**src/rtl/instruction_fetch_pkg.sv**
```systemverilog
// Shared CPU definitions: fetch state encoding and default datapath widths.
package instruction_fetch_pkg;

   // Default address/instruction widths, shared with the program counter.
   localparam int unsigned FETCH_AW = 16;
   localparam int unsigned FETCH_DW = 16;

   // Fetch sequencer states.
   typedef enum logic [2:0] {
      FS_IDLE     = 3'd0,
      FS_ADDR     = 3'd1,
      FS_WAIT     = 3'd2,
      FS_HOLD     = 3'd3,
      FS_REDIRECT = 3'd4
   } fetch_state_t;

endpackage

```
**src/rtl/instruction_fetch.sv**
```systemverilog
// Fetch sequencer: captures the PC, runs a req/ack memory read, holds the
// returned word in IR for the decoder and steers the PC (increment/branch).
// Every output is a flop; next values are derived from the next state.
module instruction_fetch
   import instruction_fetch_pkg::*;
#(
   parameter int unsigned AW = FETCH_AW,
   parameter int unsigned DW = FETCH_DW
) (
   input  logic          CLK,
   input  logic          RST_N,
   input  logic [AW-1:0] PC_Q,
   output logic          PC_EN,
   output logic          PC_INC,
   output logic          PC_LOAD,
   output logic [AW-1:0] PC_D,
   output logic          MEM_REQ,
   output logic [AW-1:0] MEM_ADDR,
   input  logic          MEM_ACK,
   input  logic [DW-1:0] MEM_RDATA,
   output logic [DW-1:0] IR,
   output logic          IR_VALID,
   input  logic          IR_READY,
   input  logic          BRANCH,
   input  logic [AW-1:0] BRANCH_TARGET,
   input  logic          HALT
);

   fetch_state_t  state_q, state_d;
   logic [AW-1:0] addr_q, addr_d;
   logic [DW-1:0] ir_q, ir_d;
   logic          ir_valid_q, ir_valid_d;
   logic          pend_q, pend_d;
   logic [AW-1:0] tgt_q, tgt_d;
   logic          pc_en_q, pc_en_d;
   logic          pc_inc_q, pc_inc_d;
   logic          pc_load_q, pc_load_d;
   logic [AW-1:0] pc_d_q, pc_d_d;
   logic          mem_req_q, mem_req_d;
   logic          branch_pend;

   // State, datapath and output registers.
   always_ff @(posedge CLK or negedge RST_N) begin
      if (!RST_N) begin
         state_q    <= FS_IDLE;
         addr_q     <= '0;
         ir_q       <= '0;
         ir_valid_q <= 1'b0;
         pend_q     <= 1'b0;
         tgt_q      <= '0;
         pc_en_q    <= 1'b0;
         pc_inc_q   <= 1'b0;
         pc_load_q  <= 1'b0;
         pc_d_q     <= '0;
         mem_req_q  <= 1'b0;
      end else begin
         state_q    <= state_d;
         addr_q     <= addr_d;
         ir_q       <= ir_d;
         ir_valid_q <= ir_valid_d;
         pend_q     <= pend_d;
         tgt_q      <= tgt_d;
         pc_en_q    <= pc_en_d;
         pc_inc_q   <= pc_inc_d;
         pc_load_q  <= pc_load_d;
         pc_d_q     <= pc_d_d;
         mem_req_q  <= mem_req_d;
      end
   end

   // Next state, branch bookkeeping and next output values.
   always_comb begin
      state_d     = state_q;
      addr_d      = addr_q;
      ir_d        = ir_q;
      pend_d      = pend_q;
      tgt_d       = tgt_q;
      pc_d_d      = pc_d_q;
      branch_pend = pend_q | BRANCH;

      // A new branch always overwrites the target: the last one wins.
      if (BRANCH) begin
         pend_d = 1'b1;
         tgt_d  = BRANCH_TARGET;
      end

      case (state_q)
         FS_IDLE: begin
            if (branch_pend) begin
               state_d = FS_REDIRECT;
            end else if (!HALT) begin
               state_d = FS_ADDR;
            end
         end
         FS_ADDR: begin
            if (branch_pend) begin
               state_d = FS_REDIRECT;
            end else begin
               addr_d  = PC_Q;
               state_d = FS_WAIT;
            end
         end
         FS_WAIT: begin
            // An outstanding read is always completed; a pending branch
            // only decides whether its data is kept.
            if (MEM_ACK) begin
               if (branch_pend) begin
                  state_d = FS_REDIRECT;
               end else begin
                  ir_d    = MEM_RDATA;
                  state_d = FS_HOLD;
               end
            end
         end
         FS_HOLD: begin
            if (branch_pend) begin
               state_d = FS_REDIRECT;
            end else if (IR_READY) begin
               state_d = HALT ? FS_IDLE : FS_ADDR;
            end
         end
         FS_REDIRECT: begin
            // The pending branch is consumed here unless a fresh one arrives.
            pend_d = BRANCH;
            if (BRANCH) begin
               state_d = FS_REDIRECT;
            end else begin
               state_d = HALT ? FS_IDLE : FS_ADDR;
            end
         end
         default: begin
            state_d = FS_IDLE;
         end
      endcase

      if (state_d == FS_REDIRECT) begin
         pc_d_d = tgt_d;
      end

      pc_en_d    = (state_d == FS_ADDR);
      mem_req_d  = (state_d == FS_WAIT);
      ir_valid_d = (state_d == FS_HOLD);
      pc_inc_d   = (state_q == FS_WAIT) && (state_d == FS_HOLD);
      pc_load_d  = (state_d == FS_REDIRECT);
   end

   assign PC_EN    = pc_en_q;
   assign PC_INC   = pc_inc_q;
   assign PC_LOAD  = pc_load_q;
   assign PC_D     = pc_d_q;
   assign MEM_REQ  = mem_req_q;
   assign MEM_ADDR = addr_q;
   assign IR       = ir_q;
   assign IR_VALID = ir_valid_q;

endmodule
```
**config.mk**
```make
export PLATFORM = sky130hd
export DESIGN_NAME = instruction_fetch
export DESIGN_NICKNAME = d
export VERILOG_FILES = /design/src/rtl/instruction_fetch_pkg.sv /design/src/rtl/instruction_fetch.sv
export SDC_FILE = /design/constraint.sdc
export NUM_CORES = 1
export LEC_CHECK = 0
export ABC_CLOCK_PERIOD_IN_PS = 1890
export CAP_MARGIN = 20
export CORE_MARGIN = 5
export CORE_UTILIZATION = 51
export CTS_CLUSTER_DIAMETER = 200
export DETAILED_ROUTE_END_ITERATION = 16
export DONT_BUFFER_PORTS = 1
export HOLD_SLACK_MARGIN = 0.08
export PLACE_DENSITY = 0.64
export SYNTH_ARGS = -nofsm -noshare
export SYNTH_HDL_FRONTEND = slang
export SYNTH_SLANG_ARGS = --single-unit
```
**constraint.sdc**
```tcl
create_clock -name CLK -period 1.89 [get_ports CLK]
set_input_delay 0.189 -clock CLK [delete_from_list [all_inputs] [get_ports CLK]]
set_output_delay 0.189 -clock CLK [all_outputs]
set_load 0.02 [all_outputs]
```
Word level (Yosys, flattened, before mapping)
Cells that the tools add are included.
W data, S select, Z words.
{ "word_totals": {"elab_cells": 39, "ramBits": 0, "regBits": 73, "latchBits": 0, "n_memories": 0, "romBits": 0, "output_inout_bits": 53, "input_bits": 54} }
{ "op_classes": {"n_reduce_logical": 5, "shift": 0, "n_mux": 13, "eq_ne": 8, "n_mul": 0, "n_bitwise": 2, "n_div": 0, "n_lt_le_gt_ge": 0, "addsub": 0} }
{ "ops": {"columns": ["cell", "n"], "rows": [
  ["$mux W3", 8],
  ["$mux W16", 1],
  ["$pmux W3 S5", 1],
  ["$eq A3 B2 Y1 const B", 4],
  ["$eq A3 B1 Y1 const B", 2],
  ["$eq A3 B3 Y1 const B", 2],
  ["$logic_not A3 Y1", 1],
  ["$mux W1", 3],
  ["$reduce_and A3 Y1", 1],
  ["$reduce_and A2 Y1", 1],
  ["$reduce_bool A2 Y1", 1],
  ["$logic_and A1 B1 Y1", 1],
  ["$not A1 Y1", 1],
  ["$or A1 B1 Y1", 1]
]} }

Logic depth before layout (Yosys ltp)
{ "depth": {"word_depth": 6, "mapped_depth": 6} }

Worst setup path after synthesis
No wires, ideal clock.
{ "synth_path": {"path_type": "register to register", "startpoint": "register state_q[0]", "endpoint": "register pc_d_q[10] (netlist: PC_D[10])", "slack_ns": 0.167, "required_ns": 1.765, "stages_incl_launch_ff": 6, "arrival_ns": 1.598, "synth_period_minus_slack_ns": 1.723, "cell_sequence": "dfrtp_1 > buf_6 > nand2b_4 > a221oi_4 > buf_12 > mux2_4"} }
{ "synth_via": {"elab_cells_between_ends": 12, "classes_between": "5 x eq/ne; 6 x mux; 1 x reduce/logical"} }
{ "synth_rtl": {"columns": ["item", "line_no", "text"], "rows": [
  ["start, declared", "instruction_fetch.sv:29", "fetch_state_t state_q, state_d;"],
  ["start signal, assigned", "instruction_fetch.sv:57", "state_q <= state_d;"],
  ["$eq A3 B3 Y1 (tied with other cells)", "instruction_fetch.sv:87", "case (state_q)"],
  ["$pmux W3 S5 (*)", "instruction_fetch.sv:87", null],
  ["via state_d[2]", "instruction_fetch.sv:29", null],
  ["$eq A3 B3 Y1 (*)", "instruction_fetch.sv:136", "if (state_d == FS_REDIRECT) begin"],
  ["end signal, assigned", "instruction_fetch.sv:66", "pc_d_q <= pc_d_d;"],
  ["end, declared", "instruction_fetch.sv:38", "logic [AW-1:0] pc_d_q, pc_d_d;"]
]} }
The timed path passes the listed nets; every way through them passes the cells marked *.
A chain may end at the register's enable or synchronous reset.

Final worst setup path
{ "layout_path": {"startpoint": "register state_q[0]", "endpoint": "register pc_d_q[3] (netlist: PC_D[3])"} }
{ "layout_via": {"elab_chain_len": 4, "elab_cells_between_ends": 12, "classes_between": "5 x eq/ne; 6 x mux; 1 x reduce/logical"} }
{ "layout_lines": {"columns": ["item", "line_no"], "rows": [
  ["$mux W3, on equally long branches", "instruction_fetch.sv:118, instruction_fetch.sv:91"],
  ["$mux W3, on equally long branches", "instruction_fetch.sv:116, instruction_fetch.sv:89"],
  ["$pmux W3 S5 (*)", "instruction_fetch.sv:87"],
  ["$eq A3 B3 Y1 (*)", "instruction_fetch.sv:136"]
]} }
Mark *: on every way between the ends. The rest lies on a longest branch, timed or not.

==> flow_summary.toml <==
[clocking]
clk_latency_ps = 330
clk_transition_reported_paths_ps = 60
root_buffer = "clkbuf_8"
cts_tree = "yes"
cts_resized = 0
cts.path.max_buffers = 2
cts_made_buffers = 9
cts_sinks = 73
htree_num_levels = 3

[yosys]
synthArstFlopShare = 1.00
syn_avg_cell_area_um2 = 16.8
synth.distinct_cells = 26
synthesis.area_mm2 = 0.00288
synth-edff-count = 0
synth_ff_type = "dfrtp_1"
synth-seq-cells = 73
syn_inst = 171
ys_seq_area_frac = 0.635
syn_nets = 225
synth_warnings = 0

[worst_setup_path]
endpoint_kind = "flip-flop"
r2r-start = "state_q[0]"
start_kind = "flip-flop"
crit_family = "flip-flops"
worst_ep_arrival_time_ps = 1900
critical-path-max-stage-delay_ps = 480
path_class = "flip-flop to flip-flop"
reg2reg_depth = 4
reg2reg_slack_ps = 210
path_max_fanout = 18
worstReg2RegEnd = "PC_D[3]"
critical_path_required_ps = 2100
path_buf_inv = 1
critPathSlowestCell = "dfrtp_1"
path_cells = "nand2b_4 > a221oi_4 > buf_12 > mux2_2"

[routing]
wirelength_um = 5950
viasPerCell = 5.06
drtIter0Drc = 37
vias = 1619
wl_met3_um = 503
wirelength_met1_um = 2210
met2RoutedLength_um = 3200
ant_nets = 0
avgRoutedWirePerCell_um = 18.6
drc = 0
drt_first_pass_iters = 4
routed.top_layer = "met4"

[die]
io_pins = 107
dieWidth_um = 85.1
initial_core_util = 0.523
die_area_mm2 = 0.00724
die_h_um = 85.1
rows = 27
fp.coreArea_mm2 = 0.00551

[timing]
max_freq_mhz = 594
hold_viol_final = 0
tightest_slew_ps = 358
tns_ps = 0
slew_violations = 0
finalSetupViolCount = 0
rsz0062_at_grt = "false"
min_period_over_period = 0.890
finalCriticalPeriod_ps = 1680
slew_headroom = 0.761
clock_skew_ps = 8.19

[global_routing]
grt_pass1_wl_um = 9760
antenna_found_initial = 0
first_global_vias = 1883
grt_start_max_net_pins = 74
grt.overflow.total = 0
track_usage = 0.175

[final_layout]
n_antenna_cell = 0
final_core_util = 0.691
layout_common_cells = "dfrtp_1 (73), dlygate4sd3_1 (67), mux2_2 (56), clkbuf_8 (11), mux2_4 (8)"
fillers = 383
finish.net_count = 298
area_growth_pct = 32.3
drive_above_1_share = 0.351
mostFrequentLayoutCell = "dfrtp_1"

[power_and_ir_drop]
intPower_mw = 3.17
p_comb_frac = 0.173
swShare = 0.321
switchingPower_mw = 1.50
pwr-share-seq = 0.574
ir_worst_vdd_uv = 700
powerDensity_mw_per_mm2 = 1230
pwr-share-clk = 0.253
leakage_nw = 1.78

[hold_path]
min_to = "PC_LOAD"
worstHoldStart = "MEM_ACK"
min_path_cells = 2
holdCritPathClass = "input port to flip-flop"

[place]
numPortBuffers = 0
gp_congestion = 0.739
dp_hpwl_um = 3770

[outcome]
status = "finished, final reports clean"

[flow_run]
max_cap_viol_count = 0
==> Yosys cell counts (all sizes together) (2+ instances only) <==
cell type / number / area [µm²]
buf: 8 / 81.3
inv: 3 / 11.3
dfrtp: 73 / 1830
a221oi: 2 / 35.0
and3: 2 / 12.5
mux2: 64 / 751
nor2: 5 / 18.8
nand2b: 2 / 20.0
==> per-stage QoR <==
step | setup WS [ps] | cells | total power [mW] | instance area [µm²] | hold WS [ps]
floorplan | 167 | 171 | 3.21 | 2880 | -107
global placement | 265 | 237 | 3.30 | 2910 | -105
detailed placement | 214 | 237 | 3.36 | 2910 | -105
CTS | 196 | 318 | 4.69 | 3770 | -476
global route | 117 | 320 | 4.93 | 3810 | 133
finish | 208 | 320 | 4.68 | 3810 | 146
==> final cells by class <==
type | instances | area [µm²] | area share
tap | 72 | 90.1 | 0.0237
inverter | 3 | 11.3 | 0.00296
multi-input combinational | 87 | 958 | 0.252
sequential | 73 | 1830 | 0.480
clock inverter | 3 | 40.0 | 0.0105
clock buffer | 12 | 155 | 0.0407
timing repair buffer | 70 | 726 | 0.191
==> repair_timing <==
action	in CTS	in global routing
endpoints found under the hold margin	123	73
setup buffers	0	0
hold buffers	66	2
==> state kept, by name, summed over array words and instances, names as in the netlist, 3 cells and up <==
name	count
IR	16
MEM_ADDR	16
PC_D	16
tgt_q	16
state_q	3
==> kinds of logic after synthesis <==
family	share of synthesized area
multiplexers	0.261
flip-flops	0.635
AO/OA/AOI/OAI	0.0274
AND/OR/NAND/NOR	0.0448
buffers and inverters	0.0322
==> power by group through the flow <==
stage | logic, mW | registers (mW) | clock network, mW
2_1_floorplan | 0.612 | 2.59 | 0
3_3_place_gp | 0.600 | 2.70 | 0
3_5_place_dp | 0.640 | 2.72 | 0
4_1_cts | 0.775 | 2.69 | 1.22
5_1_grt | 0.890 | 2.74 | 1.30
6_report | 0.809 | 2.68 | 1.18
==> worst max path at each step <==
stage,start,to,slack (ps),cells after the start
after floorplan,state_q[0],PC_D[10],170,5
after global placement,state_q[0],PC_D[6],260,4
after detailed placement,state_q[0],PC_D[6],210,4
after CTS,state_q[0],PC_D[6],200,4
after global routing,pend_q,MEM_ADDR[1],120,4
final,state_q[0],PC_D[3],210,4
==> metal layers <==
layer,global-route usage,vias to the layer above
met5,0,-
met4,0.0604,0
met1,0.189,795
li1,-,754
met3,0.0699,5
met2,0.311,65
Power figures use the tool's default switching activity.
